[src/rtl/csr_regfile.sv]
// Control/status register file: CRMD, PRMD, ECFG, ESTAT, ERA, BADV, EENTRY, SAVE0-3, TID,
// exception/ertn state updates and interrupt pending. Optional timer under `CSR_TIMER_EN`.
module csr_regfile (
  input  logic        clk,
  input  logic        resetn,
  input  logic [13:0] csr_rd_num,
  output logic [31:0] csr_rd_value,
  input  logic        csr_we,
  input  logic [13:0] csr_wr_num,
  input  logic [31:0] csr_wr_mask,
  input  logic [31:0] csr_wr_value,
  input  logic [5:0]  wb_exc,
  input  logic        ertn_flush,
  input  logic [31:0] wb_pc,
  input  logic [31:0] wb_fault_vaddr,
  input  logic [7:0]  hw_int_in,
  input  logic        ipi_int_in,
  output logic [31:0] ex_entry,
  output logic [31:0] ertn_pc,
  output logic        has_int
);
  localparam logic [13:0] CSR_CRMD   = 14'h00;
  localparam logic [13:0] CSR_PRMD   = 14'h01;
  localparam logic [13:0] CSR_ECFG   = 14'h04;
  localparam logic [13:0] CSR_ESTAT  = 14'h05;
  localparam logic [13:0] CSR_ERA    = 14'h06;
  localparam logic [13:0] CSR_BADV   = 14'h07;
  localparam logic [13:0] CSR_EENTRY = 14'h0C;
  localparam logic [13:0] CSR_SAVE0  = 14'h30;
  localparam logic [13:0] CSR_SAVE1  = 14'h31;
  localparam logic [13:0] CSR_SAVE2  = 14'h32;
  localparam logic [13:0] CSR_SAVE3  = 14'h33;
  localparam logic [13:0] CSR_TID    = 14'h40;
  localparam logic [13:0] CSR_TCFG   = 14'h41;
  localparam logic [13:0] CSR_TVAL   = 14'h42;
  localparam logic [13:0] CSR_TICLR  = 14'h44;

  logic [1:0]  r_crmd_plv;
  logic        r_crmd_ie;
  logic        r_crmd_da;
  logic [1:0]  r_prmd_pplv;
  logic        r_prmd_pie;
  logic [12:0] r_ecfg_lie;
  logic [1:0]  r_estat_sw;
  logic [7:0]  r_estat_hw;
  logic        r_estat_ipi;
  logic [5:0]  r_estat_ecode;
  logic [31:0] r_era;
  logic [31:0] r_badv;
  logic [25:0] r_eentry;
  logic [31:0] r_save [4];
  logic [31:0] r_tid;
  logic        w_ti;
  logic [12:0] w_estat_is;
  logic [31:0] w_wr_new;
  logic [5:0]  w_ecode;
  logic        w_exc;
  logic        w_sel_adef;
  logic        w_sel_ale;

`ifdef CSR_TIMER_EN
  logic [31:0] r_tcfg;
  logic [31:0] r_tval;
  logic        r_ti;
  logic        w_we_tcfg;
  logic        w_ticlr_clr;
  logic        w_timer_fire;

  assign w_we_tcfg    = csr_we && (csr_wr_num == CSR_TCFG);
  assign w_ticlr_clr  = csr_we && (csr_wr_num == CSR_TICLR) && csr_wr_value[0] && csr_wr_mask[0];
  assign w_timer_fire = !w_we_tcfg && r_tcfg[0] && (r_tval == 32'h0);
  assign w_ti         = r_ti;

  // A fresh TCFG write always reloads; otherwise the counter runs only while enabled.
  always_ff @(posedge clk) begin
    if (!resetn) begin
      r_tcfg <= 32'h0;
      r_tval <= 32'hFFFF_FFFF;
      r_ti   <= 1'b0;
    end else begin
      if (w_we_tcfg) begin
        r_tcfg <= w_wr_new;
        r_tval <= {w_wr_new[31:2], 2'b00};
      end else if (w_timer_fire) begin
        r_tval <= r_tcfg[1] ? {r_tcfg[31:2], 2'b00} : 32'hFFFF_FFFF;
      end else if (r_tcfg[0] && (r_tval != 32'hFFFF_FFFF)) begin
        r_tval <= r_tval - 32'h1;
      end
      if (w_ticlr_clr) r_ti <= 1'b0;
      if (w_timer_fire) r_ti <= 1'b1;
    end
  end
`else
  assign w_ti = 1'b0;
`endif

  assign w_estat_is = {r_estat_ipi, w_ti, 1'b0, r_estat_hw, r_estat_sw};

  function automatic logic [31:0] f_csr(input logic [13:0] num);
    f_csr = 32'h0;
    case (num)
      CSR_CRMD:   f_csr = {28'h0, r_crmd_da, r_crmd_ie, r_crmd_plv};
      CSR_PRMD:   f_csr = {29'h0, r_prmd_pie, r_prmd_pplv};
      CSR_ECFG:   f_csr = {19'h0, r_ecfg_lie};
      CSR_ESTAT:  f_csr = {10'h0, r_estat_ecode, 3'b000, w_estat_is};
      CSR_ERA:    f_csr = r_era;
      CSR_BADV:   f_csr = r_badv;
      CSR_EENTRY: f_csr = {r_eentry, 6'b0};
      CSR_SAVE0, CSR_SAVE1, CSR_SAVE2, CSR_SAVE3: f_csr = r_save[num[1:0]];
      CSR_TID:    f_csr = r_tid;
`ifdef CSR_TIMER_EN
      CSR_TCFG:   f_csr = r_tcfg;
      CSR_TVAL:   f_csr = r_tval;
`endif
      default:    f_csr = 32'h0;
    endcase
  endfunction

  // The write path merges against the current value of the addressed CSR.
  always_comb begin
    csr_rd_value = f_csr(csr_rd_num);
    w_wr_new     = (f_csr(csr_wr_num) & ~csr_wr_mask) | (csr_wr_value & csr_wr_mask);
  end

  always_comb begin
    w_ecode = 6'h00;
    if (wb_exc[0])      w_ecode = 6'h00;
    else if (wb_exc[5]) w_ecode = 6'h08;
    else if (wb_exc[1]) w_ecode = 6'h0D;
    else if (wb_exc[3]) w_ecode = 6'h0B;
    else if (wb_exc[2]) w_ecode = 6'h0C;
    else if (wb_exc[4]) w_ecode = 6'h09;
  end

  assign w_exc      = |wb_exc;
  assign w_sel_adef = !wb_exc[0] && wb_exc[5];
  assign w_sel_ale  = (wb_exc == 6'b010000);

  // Later assignments win: exception over ertn over software writes, per field.
  always_ff @(posedge clk) begin
    if (!resetn) begin
      r_crmd_plv    <= 2'b00;
      r_crmd_ie     <= 1'b0;
      r_crmd_da     <= 1'b1;
      r_prmd_pplv   <= 2'b00;
      r_prmd_pie    <= 1'b0;
      r_ecfg_lie    <= 13'h0;
      r_estat_sw    <= 2'b00;
      r_estat_hw    <= 8'h0;
      r_estat_ipi   <= 1'b0;
      r_estat_ecode <= 6'h0;
      r_era         <= 32'h0;
      r_badv        <= 32'h0;
      r_eentry      <= 26'h0;
      r_tid         <= 32'h0;
      for (int i = 0; i < 4; i++) r_save[i] <= 32'h0;
    end else begin
      r_estat_hw  <= hw_int_in;
      r_estat_ipi <= ipi_int_in;
      if (csr_we) begin
        case (csr_wr_num)
          CSR_CRMD:   {r_crmd_da, r_crmd_ie, r_crmd_plv} <= w_wr_new[3:0];
          CSR_PRMD:   {r_prmd_pie, r_prmd_pplv} <= w_wr_new[2:0];
          CSR_ECFG:   r_ecfg_lie <= w_wr_new[12:0] & 13'h1BFF;
          CSR_ESTAT:  r_estat_sw <= w_wr_new[1:0];
          CSR_ERA:    r_era <= w_wr_new;
          CSR_BADV:   r_badv <= w_wr_new;
          CSR_EENTRY: r_eentry <= w_wr_new[31:6];
          CSR_SAVE0, CSR_SAVE1, CSR_SAVE2, CSR_SAVE3: r_save[csr_wr_num[1:0]] <= w_wr_new;
          CSR_TID:    r_tid <= w_wr_new;
          default:    ;
        endcase
      end
      if (ertn_flush) begin
        r_crmd_plv <= r_prmd_pplv;
        r_crmd_ie  <= r_prmd_pie;
      end
      if (w_exc) begin
        r_prmd_pplv   <= r_crmd_plv;
        r_prmd_pie    <= r_crmd_ie;
        r_crmd_plv    <= 2'b00;
        r_crmd_ie     <= 1'b0;
        r_era         <= wb_pc;
        r_estat_ecode <= w_ecode;
        if (w_sel_adef) r_badv <= wb_pc;
        if (w_sel_ale)  r_badv <= wb_fault_vaddr;
      end
    end
  end

  assign has_int  = (|(w_estat_is & r_ecfg_lie)) & r_crmd_ie;
  assign ex_entry = {r_eentry, 6'b0};
  assign ertn_pc  = r_era;

endmodule

[config.mk]
export PLATFORM = sky130hd
export DESIGN_NAME = csr_regfile
export DESIGN_NICKNAME = d
export VERILOG_FILES = /design/src/rtl/csr_regfile.sv
export SDC_FILE = /design/constraint.sdc
export NUM_CORES = 1
export LEC_CHECK = 0
export ABC_AREA = 1
export BUFFER_PORTS_ARGS = -buffer_cell sky130_fd_sc_hd__clkbuf_2
export CORE_MARGIN = 5
export CORE_UTILIZATION = 35
export CTS_CLUSTER_SIZE = 20
export DETAILED_ROUTE_END_ITERATION = 8
export SLEW_MARGIN = 40
export SYNTH_ARGS = -nofsm -noshare
export SYNTH_HDL_FRONTEND = slang
export SYNTH_SLANG_ARGS = --single-unit
[constraint.sdc]
create_clock -name clk -period 5.02 [get_ports clk]
set_input_delay 1.004 -clock clk [delete_from_list [all_inputs] [get_ports clk]]
set_output_delay 1.004 -clock clk [all_outputs]
set_load 0.05 [all_outputs]
---- Yosys cells after proc, flatten, opt, wreduce, memory -nomap -nowiden ----
Memory sizes are Yosys's and may differ from the RTL's.
Cells that the tools add are included.
operators by class
  equal/unequal tests ..................... 23
  muxes and demuxes ....................... 36
  bitwise logic cells ..................... 7
  reduce and logical (&&, ||, !) cells .... 23
operators with widths
  operator                                                           count
  32-bit one-hot mux with 9 select lines                             2
  32-bit two-way mux                                                 9
  14-bit by 3-bit == test with 1-bit output (second input constant)  8
  14-bit by 6-bit == test with 1-bit output (second input constant)  8
  32-bit AND                                                         2
  32-bit NOT                                                         1
  32-bit bitwise OR                                                  1
  32-bit OR reduction                                                1
  14-bit by 1-bit == test with 1-bit output (second input constant)  2
  14-bit by 4-bit == test with 1-bit output (second input constant)  2
  14-bit by 7-bit == test with 1-bit output (second input constant)  2
  14-bit zero test                                                   2
  4-bit two-way mux                                                  6
  2-bit AND reduction                                                8
  2-bit two-way mux                                                  7
  13-bit AND                                                         1
  13-bit OR reduction                                                1
  1-bit two-way mux                                                  12
  2-bit nonzero test                                                 5
  4-bit OR reduction                                                 2
  7-bit OR reduction                                                 1
  6-bit by 5-bit == test with 1-bit output (second input constant)   1
  6-bit OR reduction                                                 1
  1-bit AND                                                          1
  other kinds (3)                                                    3
word-level totals
  register bits ........................... 158
  RAM bits ................................ 128
  input bits .............................. 175
  output and inout port bits .............. 97
  memories ................................ 1
memory list
  memory  words  bits a word  read ports  clocked after memory_dff  write ports  line  text
  r_save  4      32           2           0                         4            51    logic [31:0] r_save [4];

---- Logic depth before layout (Yosys ltp) ----
  depth after elaboration ................. 10
  mapped depth ............................ 15

---- Least setup slack after synthesis ----
No wires, ideal clock.
  path kind ............................... input to register
  start point ............................. in csr_wr_num[9]
  end point ............................... mem r_save[0][0] (enable)
  setup time .............................. 0.466 ns
  data arrival time ....................... 4.046 ns
  required time ........................... 4.554 ns
  setup slack ............................. 0.509 ns
  cell stages on the path ................. 8
  path through ............................ nor2_1 > inv_1 > nor2_2 > buf_2 > nand2_1 > nor2_1 > inv_1 > o21ai_0
RTL lines
  element      line  text
  from (decl)  9     input logic [13:0] csr_wr_num,
  to (decl)    51

---- Final worst setup path ----
  start point ............................. in csr_rd_num[13]
  end point ............................... out csr_rd_value[18]
on the way
  longest elaborated chain between the ends .. 3
RTL lines
  element                                     line  text
  from (decl)                                 6     input logic [13:0] csr_rd_num,
  14-bit by 6-bit == test with 1-bit output   101   case (num)
  4-bit OR reduction                          101
  32-bit one-hot mux with 9 select lines (*)  101
  to (decl)                                   7     output logic [31:0] csr_rd_value,
Mark *: on every way between the ends. The rest lies on a longest branch, timed or not.

==> flow_metrics.py <==
metrics = {
    "detailed_routing": {
        "drt_iter0_markers": 1923,
        "drt_wl_total_microns": 78130,
        "antenna_left": 0,
        "viasPerCell": 5.508,
        "vias": 18580,
        "drc": 0,
        "wl_per_cell_microns": 23.16,
        "firstDrtPassIters": 6,
    },
    "critical_path": {
        "rr_endpoint": "r_save[0][5]",
        "ff2ff_setup_slack_ps": 2880,
        "worst_r2r_path_depth": 12,
        "required_ps": 4020,
        "cp-start-kind": "input port",
        "cp-end-kind": "output pin",
        "r2r_start": "r_save[0][5]",
        "crit_arrival_ps": 3270,
        "critPathKind": "input port to output pin",
        "crit_fanout": 10,
    },
    "power_and_ir_drop": {
        "pwr-share-clk_pct": 43.9,
        "p_switching_mw": 1.560,
        "pwr-share-comb_pct": 10.5,
        "peakVddDrop_v": 0.0001713,
        "pwr-share-seq_pct": 45.6,
        "leakage_nw": 9.822,
        "p_int_mw": 4.120,
        "sw_frac_of_total_pct": 27.46,
        "power_density_mw_per_mm2": 276.7,
    },
    "yosys": {
        "synthDistinctLibCells": 35,
        "synth_top_area_share_pct": 22.56,
        "synth_enable_flop_cells": 128,
        "syn_area_sq_mm": 0.01704,
        "ys_top_cells_by_area": "edfxtp_1 (23%), dfxtp_1 (18%), nand2_1 (13%)",
        "netlist_instances": 2523,
        "avgSynthCellArea_sq_um": 6.754,
        "yosysSeqAreaShare_pct": 40.88,
        "synth_warnings": 0,
        "synth_top_area_cell": "edfxtp_1",
        "async_flop_share_pct": 0,
        "ys_ff_latch": 284,
        "ys.flop_type": "dfxtp_1",
    },
    "sta": {
        "slew_headroom_pct": 43.85,
        "max_freq_ghz": 0.2341,
        "setup_viol": 0,
        "fin_crit_sh_pct": 85.09,
        "min_period_ps": 4272,
        "worst_pin_slew_ps": 842.3,
        "fin_tns_setup_ps": 0,
        "finClkSkew_ps": 17.79,
        "hold_viol": 0,
        "rsz0062_at_grt": "false",
        "final_max_slew_viol_count": 0,
    },
    "global_routing": {
        "grt_first_pass_wirelength_microns": 114000,
        "grt_pass1_vias": 18130,
        "antenna_found_initial": 2,
        "grt_overflow": 0,
        "gr-usage-all-layers_pct": 28.06,
        "grt_max_degree": 65,
    },
    "worst_hold_path": {
        "hold_depth": 2,
        "hp-start": "r_estat_ecode[2]",
        "hp-class": "flip-flop to flip-flop",
        "holdPathEnd": "r_estat_ecode[2]",
    },
    "clock_network": {
        "cts_num_sinks": 284,
        "numCtsBuffers": 35,
        "clkTransAtPathRegs_ps": 60,
        "cts_tree": "built",
        "hold_buffers": 0,
        "clock_latency_ps": 550,
        "ctsResizeCount": 0,
        "clock_path_buffers": 3,
        "postCtsSetupBuffers": 0,
        "root_buffer": "clkbuf_16",
        "cts_htree_levels": 2,
    },
    "layout": {
        "nets": 2910,
        "final_cells": 3374,
        "syn_to_final_growth_pct": 20.45,
        "fillers": 4983,
        "layout-drive-gt1-share_pct": 15.26,
        "diodes": 0,
        "design_area_sq_mm": 0.02052,
    },
    "placement": {
        "place_area_sq_mm": 0.01942,
        "numPortBuffers": 265,
        "routabilityCongestion": 1.013,
        "dp.cells": 3313,
        "dpl.hpwl_microns": 56740,
    },
    "die": {
        "pin_count": 272,
        "die_x_microns": 230.7,
        "dieArea_sq_mm": 0.05320,
        "core_sq_mm": 0.04795,
        "chipHeight_microns": 230.7,
        "initial_core_util_pct": 35.54,
        "num_rows": 80,
    },
    "run": {
        "drv_cap": 0,
    },
    "run_status": {
        "status": "completed",
    },
}
routing by layer:
metal	wire length [microns]	up-vias	track usage, %
met4	4795	2	14.69
li1	-	8616	-
met2	36420	1026	46.67
met1	30170	8732	34.60
met3	6730	207	5.530
met5	17	-	0
logic make-up after synthesis:
family	share of synthesized area [%]
DFF	40.88
buffers and inverters	13.70
and+or+nand+nor	26.01
other	0.02201
AOI/OAI and AO/OA	19.38
final cells by class:
class                      instances  area, sq um  share of cell area (%)
tap                              615        769.5                   3.749
clock inverter                    18        140.1                  0.6828
inverter                         444         1673                   8.150
sequential                       284         6967                   33.94
clock buffer                      43        955.9                   4.657
multi-input combinational       1649         7830                   38.15
timing repair buffer             321         2190                   10.67
registers in the layout, indices dropped and copies added, names as in the netlist:
signal         count
r_tid             32
r_estat_sw         2
r_save           128
r_prmd_pplv        2
r_prmd_pie         1
r_estat_ecode      4
r_estat_hw         8
r_badv            32
r_eentry          26
r_estat_ipi        1
r_crmd_da          1
r_crmd_ie          1
r_ecfg_lie        12
ertn_pc           32
r_crmd_plv         2
layout by cell type (no fill, tap or decap), drive strengths merged, types with 16 or more instances in the layout:
master	Yosys	routed
a21oi	216	216
a221oi	34	34
a22oi	19	19
buf	56	83
clkbuf	95	281
clkinv	1	16
dfxtp	156	156
edfxtp	128	128
inv	443	443
nand2	598	598
nand3	198	198
nor2	264	264
o2111ai	38	38
o211ai	17	17
o21ai	202	202
o22ai	27	27
cell usage after synthesis (all sizes together), types with 5 or more instances:
cell	count
nand4	5
o22ai	27
nor2	264
o2111ai	38
o21ai	202
o221ai	5
clkbuf	95
o211ai	17
buf	56
dfxtp	156
a22oi	19
a221oi	34
inv	443
nand3	198
nand2	598
edfxtp	128
a211oi	6
a21oi	216
power groups by stage:
stage                     sequential (mW)  clock, mW  combinational [mW]
after floorplan                      2.64          0               0.289
after global placement               2.63          0               0.580
after detailed placement             2.64          0               0.587
after CTS                            2.59       2.52               0.590
after global routing                 2.59       2.62               0.641
final                                2.59       2.49               0.596
stage by stage:
step / hold slack [ps] / util [%] / worst slack [ps] / power [mW]
global route: 579.8 / 42.81 / 625.5 / 5.848
CTS: 527.4 / 42.79 / 837.7 / 5.696
global placement: 524.1 / 40.50 / 844.3 / 3.215
detailed placement: 518.8 / 40.50 / 855.9 / 3.223
floorplan: 458.7 / - / 508.7 / 2.931
finish: 529.9 / 42.81 / 748.4 / 5.680
worst max-delay path, stage by stage:
cell	delay (ps)
clkbuf_2	80
nor2_1	40
nand3_1	220
nor2_1	70
buf_4	160
nand3_1	320
clkinv_1	490
a21oi_1	280
o2111ai_1	330
buf_12	270
how the worst max path moves through the flow:
stage | start | endpoint | slack (ps) | cells past startpoint
floorplan | csr_wr_num[9] | r_save[0][0] | 510 | 8
global placement | csr_rd_num[13] | csr_rd_value[18] | 840 | 10
detailed placement | csr_rd_num[13] | csr_rd_value[18] | 860 | 10
CTS | csr_rd_num[13] | csr_rd_value[18] | 840 | 10
global route | csr_rd_num[13] | csr_rd_value[18] | 630 | 10
finish | csr_rd_num[13] | csr_rd_value[18] | 750 | 10
No activity file was read; power rests on OpenSTA's default activity.
